File: config.mk
export PLATFORM = sky130hd
export DESIGN_NAME = v_pipe_query_rd
export DESIGN_NICKNAME = d
export VERILOG_FILES = /design/src/rtl/v_pipe_query_rd.sv
export SDC_FILE = /design/constraint.sdc
export NUM_CORES = 2
export LEC_CHECK = 0
export CORE_AREA = 2 2 436 438
export CTS_CLUSTER_DIAMETER = 80
export DETAILED_ROUTE_END_ITERATION = 12
export DIE_AREA = 0 0 438 440
export HOLD_SLACK_MARGIN = 0.1
export PLACE_DENSITY = 0.54
export SYNTH_ARGS = -nofsm -noshare
export SYNTH_HDL_FRONTEND = slang
export SYNTH_SLANG_ARGS = --single-unit
export TNS_END_PERCENT = 20
File: constraint.sdc
create_clock -name clk -period 44.6 [get_ports clk]
set_input_delay 8.92 -clock clk [delete_from_list [all_inputs] [get_ports clk]]
set_output_delay 8.92 -clock clk [all_outputs]
set_load 0.005 [all_outputs]
File: src/rtl/v_pipe_query_rd.sv
// Read-side query pipe for the order-book table: snapshots the current state on accept
// and streams HEAD / LEVEL / LIST results as registered valid/ready beats.
module v_pipe_query_rd #(
    parameter int ENTRIES_N   = 16,
    parameter int KEY_BITS    = 32,
    parameter int VOLUME_BITS = 32,
    parameter int IDX_W       = $clog2(ENTRIES_N) + 1
) (
    input  logic                           clk,
    input  logic                           rst,
    input  logic                           i_cmd_vld,
    input  logic [1:0]                     i_cmd_opcode,
    input  logic [IDX_W-1:0]               i_cmd_idx,
    output logic                           o_cmd_rdy,
    input  logic [ENTRIES_N-1:0]           i_stcur_vld_r,
    input  logic [ENTRIES_N*KEY_BITS-1:0]  i_stcur_keys_r,
    input  logic [ENTRIES_N*VOLUME_BITS-1:0] i_stcur_vols_r,
    output logic                           o_rsp_vld,
    input  logic                           i_rsp_rdy,
    output logic [KEY_BITS-1:0]            o_rsp_key,
    output logic [VOLUME_BITS-1:0]         o_rsp_volume,
    output logic [IDX_W-1:0]               o_rsp_idx,
    output logic                           o_rsp_last,
    output logic                           o_rsp_err,
    output logic                           o_busy
);

    localparam int LVL_W = $clog2(ENTRIES_N);

    typedef enum logic [1:0] {
        ST_IDLE   = 2'd0,
        ST_RESP   = 2'd1,
        ST_STREAM = 2'd2
    } state_t;

    state_t                         state_q, state_d;
    logic [ENTRIES_N-1:0]           snap_vld_q;
    logic [ENTRIES_N*KEY_BITS-1:0]  snap_keys_q;
    logic [ENTRIES_N*VOLUME_BITS-1:0] snap_vols_q;
    logic                           rsp_vld_q, rsp_vld_d;
    logic                           rsp_last_q, rsp_last_d;
    logic                           rsp_err_q;
    logic [KEY_BITS-1:0]            rsp_key_q;
    logic [VOLUME_BITS-1:0]         rsp_vol_q;
    logic [IDX_W-1:0]               rsp_idx_q;

    logic                           cmd_acc_s, rsp_hs_s, lvl_ok_s;
    logic                           first_fnd_s, first_more_s, next_fnd_s, next_more_s;
    logic [IDX_W-1:0]               first_idx_s, next_idx_s;
    logic                           load_s, ent_hit_s, ent_snap_s;
    logic [IDX_W-1:0]               ent_idx_s;
    logic [LVL_W-1:0]               ent_sel_s;
    logic [KEY_BITS-1:0]            ent_key_s;
    logic [VOLUME_BITS-1:0]         ent_vol_s;

    // Lowest set bit of vec, packed as {found, index}.
    function automatic logic [IDX_W:0] first_set(input logic [ENTRIES_N-1:0] vec);
        logic             found;
        logic [IDX_W-1:0] idx;
        found = 1'b0;
        idx   = '0;
        for (int i = ENTRIES_N - 1; i >= 0; i--) begin
            if (vec[i]) begin
                found = 1'b1;
                idx   = IDX_W'(i);
            end
        end
        return {found, idx};
    endfunction

    function automatic logic [ENTRIES_N-1:0] above_mask(input logic [IDX_W-1:0] cur);
        logic [ENTRIES_N-1:0] m;
        for (int i = 0; i < ENTRIES_N; i++) begin
            m[i] = (IDX_W'(i) > cur);
        end
        return m;
    endfunction

    assign o_cmd_rdy = ~rst & (state_q == ST_IDLE) & ~rsp_vld_q;
    assign cmd_acc_s = i_cmd_vld & o_cmd_rdy;
    assign rsp_hs_s  = rsp_vld_q & i_rsp_rdy;
    assign lvl_ok_s  = (i_cmd_idx < IDX_W'(ENTRIES_N)) && i_stcur_vld_r[i_cmd_idx[LVL_W-1:0]];

    // The first LIST beat is taken from the live bus so it can appear one cycle after accept.
    assign {first_fnd_s, first_idx_s} = first_set(i_stcur_vld_r);
    assign first_more_s = |(i_stcur_vld_r & above_mask(first_idx_s));
    assign {next_fnd_s, next_idx_s}   = first_set(snap_vld_q & above_mask(rsp_idx_q));
    assign next_more_s  = |(snap_vld_q & above_mask(next_idx_s));

    assign ent_sel_s = ent_idx_s[LVL_W-1:0];
    assign ent_key_s = ent_snap_s ? snap_keys_q[ent_sel_s*KEY_BITS +: KEY_BITS]
                                  : i_stcur_keys_r[ent_sel_s*KEY_BITS +: KEY_BITS];
    assign ent_vol_s = ent_snap_s ? snap_vols_q[ent_sel_s*VOLUME_BITS +: VOLUME_BITS]
                                  : i_stcur_vols_r[ent_sel_s*VOLUME_BITS +: VOLUME_BITS];

    // State register.
    always_ff @(posedge clk or posedge rst) begin
        if (rst) begin
            state_q <= ST_IDLE;
        end else begin
            state_q <= state_d;
        end
    end

    // Next-state logic.
    always_comb begin
        state_d = state_q;
        case (state_q)
            ST_IDLE: begin
                if (cmd_acc_s) begin
                    state_d = ((i_cmd_opcode == 2'd2) && first_fnd_s) ? ST_STREAM : ST_RESP;
                end else begin
                    state_d = ST_IDLE;
                end
            end
            ST_RESP: begin
                if (rsp_hs_s) begin
                    state_d = ST_IDLE;
                end else begin
                    state_d = ST_RESP;
                end
            end
            ST_STREAM: begin
                if (rsp_hs_s && rsp_last_q) begin
                    state_d = ST_IDLE;
                end else begin
                    state_d = ST_STREAM;
                end
            end
            default: state_d = ST_IDLE;
        endcase
    end

    // Beat selection: decides whether a new beat loads and which entry it carries.
    always_comb begin
        load_s     = 1'b0;
        ent_hit_s  = 1'b0;
        ent_snap_s = 1'b0;
        ent_idx_s  = '0;
        rsp_vld_d  = rsp_vld_q;
        rsp_last_d = rsp_last_q;
        case (state_q)
            ST_IDLE: begin
                if (cmd_acc_s) begin
                    load_s     = 1'b1;
                    rsp_vld_d  = 1'b1;
                    rsp_last_d = 1'b1;
                    case (i_cmd_opcode)
                        2'd0: begin
                            ent_hit_s = i_stcur_vld_r[0];
                            ent_idx_s = '0;
                        end
                        2'd1: begin
                            ent_hit_s = lvl_ok_s;
                            ent_idx_s = i_cmd_idx;
                        end
                        2'd2: begin
                            ent_hit_s  = first_fnd_s;
                            ent_idx_s  = first_idx_s;
                            rsp_last_d = ~(first_fnd_s & first_more_s);
                        end
                        default: ent_hit_s = 1'b0;
                    endcase
                end else begin
                    rsp_vld_d = 1'b0;
                end
            end
            ST_RESP: begin
                if (rsp_hs_s) begin
                    rsp_vld_d = 1'b0;
                end else begin
                    rsp_vld_d = rsp_vld_q;
                end
            end
            ST_STREAM: begin
                if (rsp_hs_s && rsp_last_q) begin
                    rsp_vld_d = 1'b0;
                end else if (rsp_hs_s) begin
                    load_s     = 1'b1;
                    rsp_vld_d  = 1'b1;
                    ent_hit_s  = next_fnd_s;
                    ent_snap_s = 1'b1;
                    ent_idx_s  = next_idx_s;
                    rsp_last_d = ~next_more_s;
                end else begin
                    rsp_vld_d = rsp_vld_q;
                end
            end
            default: rsp_vld_d = 1'b0;
        endcase
    end

    // Snapshot capture on accept and registered response beat.
    always_ff @(posedge clk or posedge rst) begin
        if (rst) begin
            snap_vld_q  <= '0;
            snap_keys_q <= '0;
            snap_vols_q <= '0;
            rsp_vld_q   <= 1'b0;
            rsp_last_q  <= 1'b0;
            rsp_err_q   <= 1'b0;
            rsp_key_q   <= '0;
            rsp_vol_q   <= '0;
            rsp_idx_q   <= '0;
        end else begin
            if (cmd_acc_s) begin
                snap_vld_q  <= i_stcur_vld_r;
                snap_keys_q <= i_stcur_keys_r;
                snap_vols_q <= i_stcur_vols_r;
            end
            rsp_vld_q  <= rsp_vld_d;
            rsp_last_q <= rsp_last_d;
            if (load_s) begin
                rsp_err_q <= ~ent_hit_s;
                rsp_key_q <= ent_hit_s ? ent_key_s : '0;
                rsp_vol_q <= ent_hit_s ? ent_vol_s : '0;
                rsp_idx_q <= ent_hit_s ? ent_idx_s : '0;
            end
        end
    end

    assign o_rsp_vld    = rsp_vld_q;
    assign o_rsp_key    = rsp_key_q;
    assign o_rsp_volume = rsp_vol_q;
    assign o_rsp_idx    = rsp_idx_q;
    assign o_rsp_last   = rsp_last_q;
    assign o_rsp_err    = rsp_err_q;
    assign o_busy       = (state_q != ST_IDLE) | rsp_vld_q;

endmodule

---- Word level (Yosys, flattened, before mapping) ----
Cells that the tools add are included.
storage, ports and cells
  register bits ........................... 1114
  input port bits ......................... 1051
  output and inout port bits .............. 74
  logic and storage cells ................. 198
cells by class
  order comparisons ....................... 50
  eq/ne operators ......................... 9
  shifts and indexed selects .............. 4
  mux-type cells .......................... 100
  bitwise logic cells ..................... 14
  reduce and logical (&&, ||, !) cells .... 11
operators with widths
  kind                                                 number
  variable part select 512 x 10 -> 32 bit              4
  2-to-1 mux 5 bit                                     34
  2-to-1 mux 32 bit                                    4
  > comparator 4 x 5 -> 1 bit (first input constant)   24
  > comparator 3 x 5 -> 1 bit (first input constant)   12
  bitwise AND 16 bit                                   3
  2-to-1 mux 1 bit                                     48
  OR reduction 16 bit                                  2
  > comparator 1 x 5 -> 1 bit (first input constant)   6
  > comparator 2 x 5 -> 1 bit (first input constant)   6
  one-hot mux 5 bit (2 select lines)                   2
  2-to-1 mux 4 bit                                     2
  != test 2 bit (second input constant)                4
  2-to-1 mux 2 bit                                     3
  one-hot mux 1 bit (2 select lines)                   3
  one-hot mux 1 bit (3 select lines)                   2
  one-hot mux 2 bit (3 select lines)                   1
  bitwise AND 1 bit                                    5
  < comparator 4 x 5 -> 1 bit (second input constant)  1
  < comparator 5 bit (second input constant)           1
  inverter 1 bit                                       5
  binary-select mux 1 bit (select 4 bit)               1
  == test 2 x 1 -> 1 bit (second input constant)       2
  == test 2 bit (second input constant)                2
  other kinds (7)                                      11

---- Logic depth before layout (Yosys ltp) ----
  word-level depth ........................ 25
  mapped depth ............................ 16
  mapped depth without buffers ............ 12

---- Worst setup path before layout ----
No wires, ideal clock.
  kind .................................... input -> output
  from .................................... input port rst
  to ...................................... output port o_cmd_rdy
  arrival time ............................ 9231 ps
  required time ........................... 35680 ps
  path slack .............................. 26449 ps
  stages on the path ...................... 1
  buffers on the path ..................... 0
  cells stage by stage .................... nor4_4
on the way
  longest elaborated chain between the ends .. 3
ends and longest elaborated chain
  item                             RTL line  RTL
  start: declaration               10        input logic rst,
  inverter 1 bit                   79        assign o_cmd_rdy = ~rst & (state_q == ST_IDLE) & ~rsp_vld_q;
  bitwise AND 1 bit (2 in series)  79
  end: declaration                 14        output logic o_cmd_rdy,
Every way passes these cells.

---- Final worst setup path ----
Ends and elaborated chain as after synthesis.

==> results.json <==
{
  "yosys.cell_types.count": 95,
  "drt_iter0_drc": 8106,
  "synth-seq-cells": 1113,
  "track_usage_pct": 33.03,
  "async_flop_share_pct": 100.0,
  "cp.arrival_ps": 10530,
  "nFillCells": 19298,
  "ir_worst_vdd_uv": 36.29,
  "synth_cells": 7961,
  "crit_chain": "clkdlybuf4s50_1 > nor4_4 > clkdlybuf4s50_1",
  "reg2regPathDepth": 13,
  "rr_startpoint": "o_rsp_idx[3]",
  "slew_headroom_pct": 12.40,
  "min_path_type": "reg2reg",
  "pin_count": 1125,
  "synthFlopType": "dfrtp_1",
  "synth_area_leaders": "dfrtp_1, nand2_1, clkbuf_1",
  "cp_num_cells": 3,
  "place_congestion": 0.9493,
  "dp_slack_ps": 25130,
  "dieArea_sq_um": 192700,
  "rsz0062_at_grt": "no",
  "synth.largest_area_cell": "dfrtp_1",
  "core_sq_um": 188600,
  "worst_pin_slew_ps": 1300,
  "grt_max_degree": 188,
  "ant_nets": 0,
  "chipWidth_um": 438,
  "io_buffers": 1124,
  "wl_um": 330000,
  "muxShareOfSynthArea_pct": 2.750,
  "setup_violations": 0,
  "rows": 160,
  "synth_compound_area_share_pct": 13.88,
  "fin_tns_setup_ps": 0,
  "via_per_inst": 5.516,
  "clk_latency_ps": 820,
  "start_kind": "input pin",
  "drc": 0,
  "post_cts_resized": 0,
  "cts_tree": "yes",
  "synthSimpleGateAreaFrac_pct": 32.55,
  "timing.final.crit_period_ps": 19450,
  "synth_top_family_by_area": "simple AND/OR/NAND/NOR gates",
  "clock-sinks": 1113,
  "crit_buf_inv": 2,
  "synthToLayoutAreaGrowth_pct": 30.11,
  "reg2reg_slack_ps": 38730,
  "root_buffer": "clkbuf_16",
  "fmax_mhz": 51.40,
  "hold_violations": 0,
  "path_class": "in2out",
  "crit_family": "buffers and inverters",
  "nets": 9807,
  "crit_top_cell": "clkdlybuf4s50_1",
  "grt_pass1_vias": 58541,
  "synth_adder_area_share_pct": 0.08309,
  "syn_area_per_cell_sq_um": 7.566,
  "powerDensity_nw_per_um2": 53.25,
  "grt_pass1_wl_um": 453900,
  "end_kind": "primary output",
  "startpoint": "rst",
  "post-synth-top-count-cell": "nand2_1",
  "post-route-period-util_pct": 43.62,
  "final_max_slew_viol_count": 0,
  "slowest_delay_ps": 590,
  "cts_buffers": 144,
  "rr_endpoint": "o_rsp_key[28]",
  "synth_common_cells": "nand2_1, dfrtp_1, clkbuf_1",
  "p_leak_nw": 36.82,
  "skew_ps": 35.13,
  "synth_nets": 9016,
  "clk_pin_slew_worst_paths_ps": 60,
  "ys_seq_area_share_pct": 46.24,
  "yosysWarnings": 0,
  "synth-edff-count": 0,
  "setup_slack_ps": 25150,
  "antenna_found_initial": 218,
  "drive_gt1_share_pct": 5.749,
  "ctsHoldBuffers": 0,
  "cap_violations": 0,
  "overflow": 0,
  "vias": 63471,
  "postCtsSetupBuffers": 0,
  "cp-endpoint": "o_cmd_rdy",
  "synth-xor-area-share_pct": 0.01454,
  "synth_top_cell_area_share_pct": 46.24,
  "status": "complete, no violations",
  "dieHeight_um": 440,
  "dr.pass1.iters": 7,
  "syn_area_sq_um": 60230,
  "critPathSlowestCell": "clkdlybuf4s50_1",
  "clockBufferDepth": 3,
  "htreeDepth": 4,
  "start_util_pct": 31.94,
  "routedWlPerCell_um": 28.68,
  "crit_fanout": 7,
  "dpl.hpwl_um": 238200,
  "worst_ep_required_time_ps": 35680
}
==> cell families after synthesis <==
family / Yosys count
AO/OA/AOI/OAI: 1178
flip-flops: 1113
buffers and inverters: 635
AND/OR/NAND/NOR: 4908
adder cells (fa/ha/maj): 4
multiplexers: 122
XOR/XNOR: 1
==> routing by layer <==
layer | vias up | track usage [%] | part of all wire [%]
li1 | 28278 | - | -
met1 | 31188 | 43.11 | 40
met2 | 3182 | 48.06 | 44
met3 | 735 | 7.958 | 8.8
met4 | 88 | 22.98 | 7.0
met5 | - | 0 | 0.17
==> through the flow <==
stage                     std cells  hold WS (ps)  total power [W]  area (sq um)  util [%]
after floorplan                7961         437.4         0.002455         60230         -
after global placement        11117         449.8         0.002930         73350     38.90
after detailed placement      11117         455.0         0.002980         73350     38.90
after CTS                     11364         469.2         0.004178         78010     41.37
after global routing          11483         481.5         0.004424         78310     41.53
final                         11507         464.8         0.004173         78370     41.56
==> power breakdown <==
group	leakage, nW	switching (W)	total, W	internal (W)
Clock	2.29	0.000496	0.00119	0.000693
Combinational	20.6	0.000761	0.00125	0.000489
Sequential	14.0	0.000260	0.00174	0.00148
Total	36.8	0.00152	0.00417	0.00266
==> worst min path at each step <==
stage | end | cells after the start | slack (ps) | startpoint
after floorplan | snap_keys_q[320] | 2 | 440 | snap_keys_q[320]
final | snap_keys_q[333] | 2 | 460 | snap_keys_q[333]
after global placement | snap_vols_q[8] | 2 | 450 | snap_vols_q[8]
after CTS | snap_vols_q[351] | 2 | 470 | snap_vols_q[351]
after global routing | snap_keys_q[330] | 2 | 480 | snap_keys_q[330]
after detailed placement | snap_vols_q[341] | 2 | 460 | snap_vols_q[341]
==> registers in the layout, summed over array words and instances, names as in the netlist <==
name,cells
o_rsp_last,1
snap_vols_q,512
o_rsp_err,1
o_rsp_volume,32
snap_keys_q,512
state_q,2
snap_vld_q,15
o_rsp_vld,1
o_rsp_key,32
o_rsp_idx,5
==> worst min-delay path, stage by stage, from the launching register on <==
cell and delay, ps:
dfrtp_1 330, nand2_1 50, nand2_1 50
==> final cells by class <==
type / instances / area, sq um / share of cell area (%)
inverters: 16 / 67.56 / 0.08621
multi-input cells: 6213 / 29880 / 38.13
clock buffers: 212 / 4203 / 5.363
flip-flops and latches: 1113 / 27850 / 35.54
well taps: 2511 / 3142 / 4.009
clock inverters: 35 / 454.2 / 0.5795
repair buffers: 1264 / 12410 / 15.84
diodes: 143 / 357.8 / 0.4566
==> cell usage in the layout (no fill, tap or decap), drive strengths merged, types with 46 or more instances in the layout <==
cell | synthesis | routed
dfrtp | 1113 | 1113
clkbuf | 400 | 212
nand3 | 288 | 288
nor2 | 175 | 175
o221ai | 135 | 135
nand2 | 4139 | 4139
o21ai | 162 | 162
o22a | 94 | 94
a211oi | 92 | 92
diode | 0 | 143
and3 | 108 | 108
a21oi | 204 | 204
o22ai | 47 | 47
clkdlybuf4s50 | 0 | 1124
a31oi | 136 | 136
or3 | 48 | 48
buf | 219 | 140
mux2 | 58 | 58
nand4 | 54 | 54
a21o | 46 | 46
(Power assumes the default switching activity.)
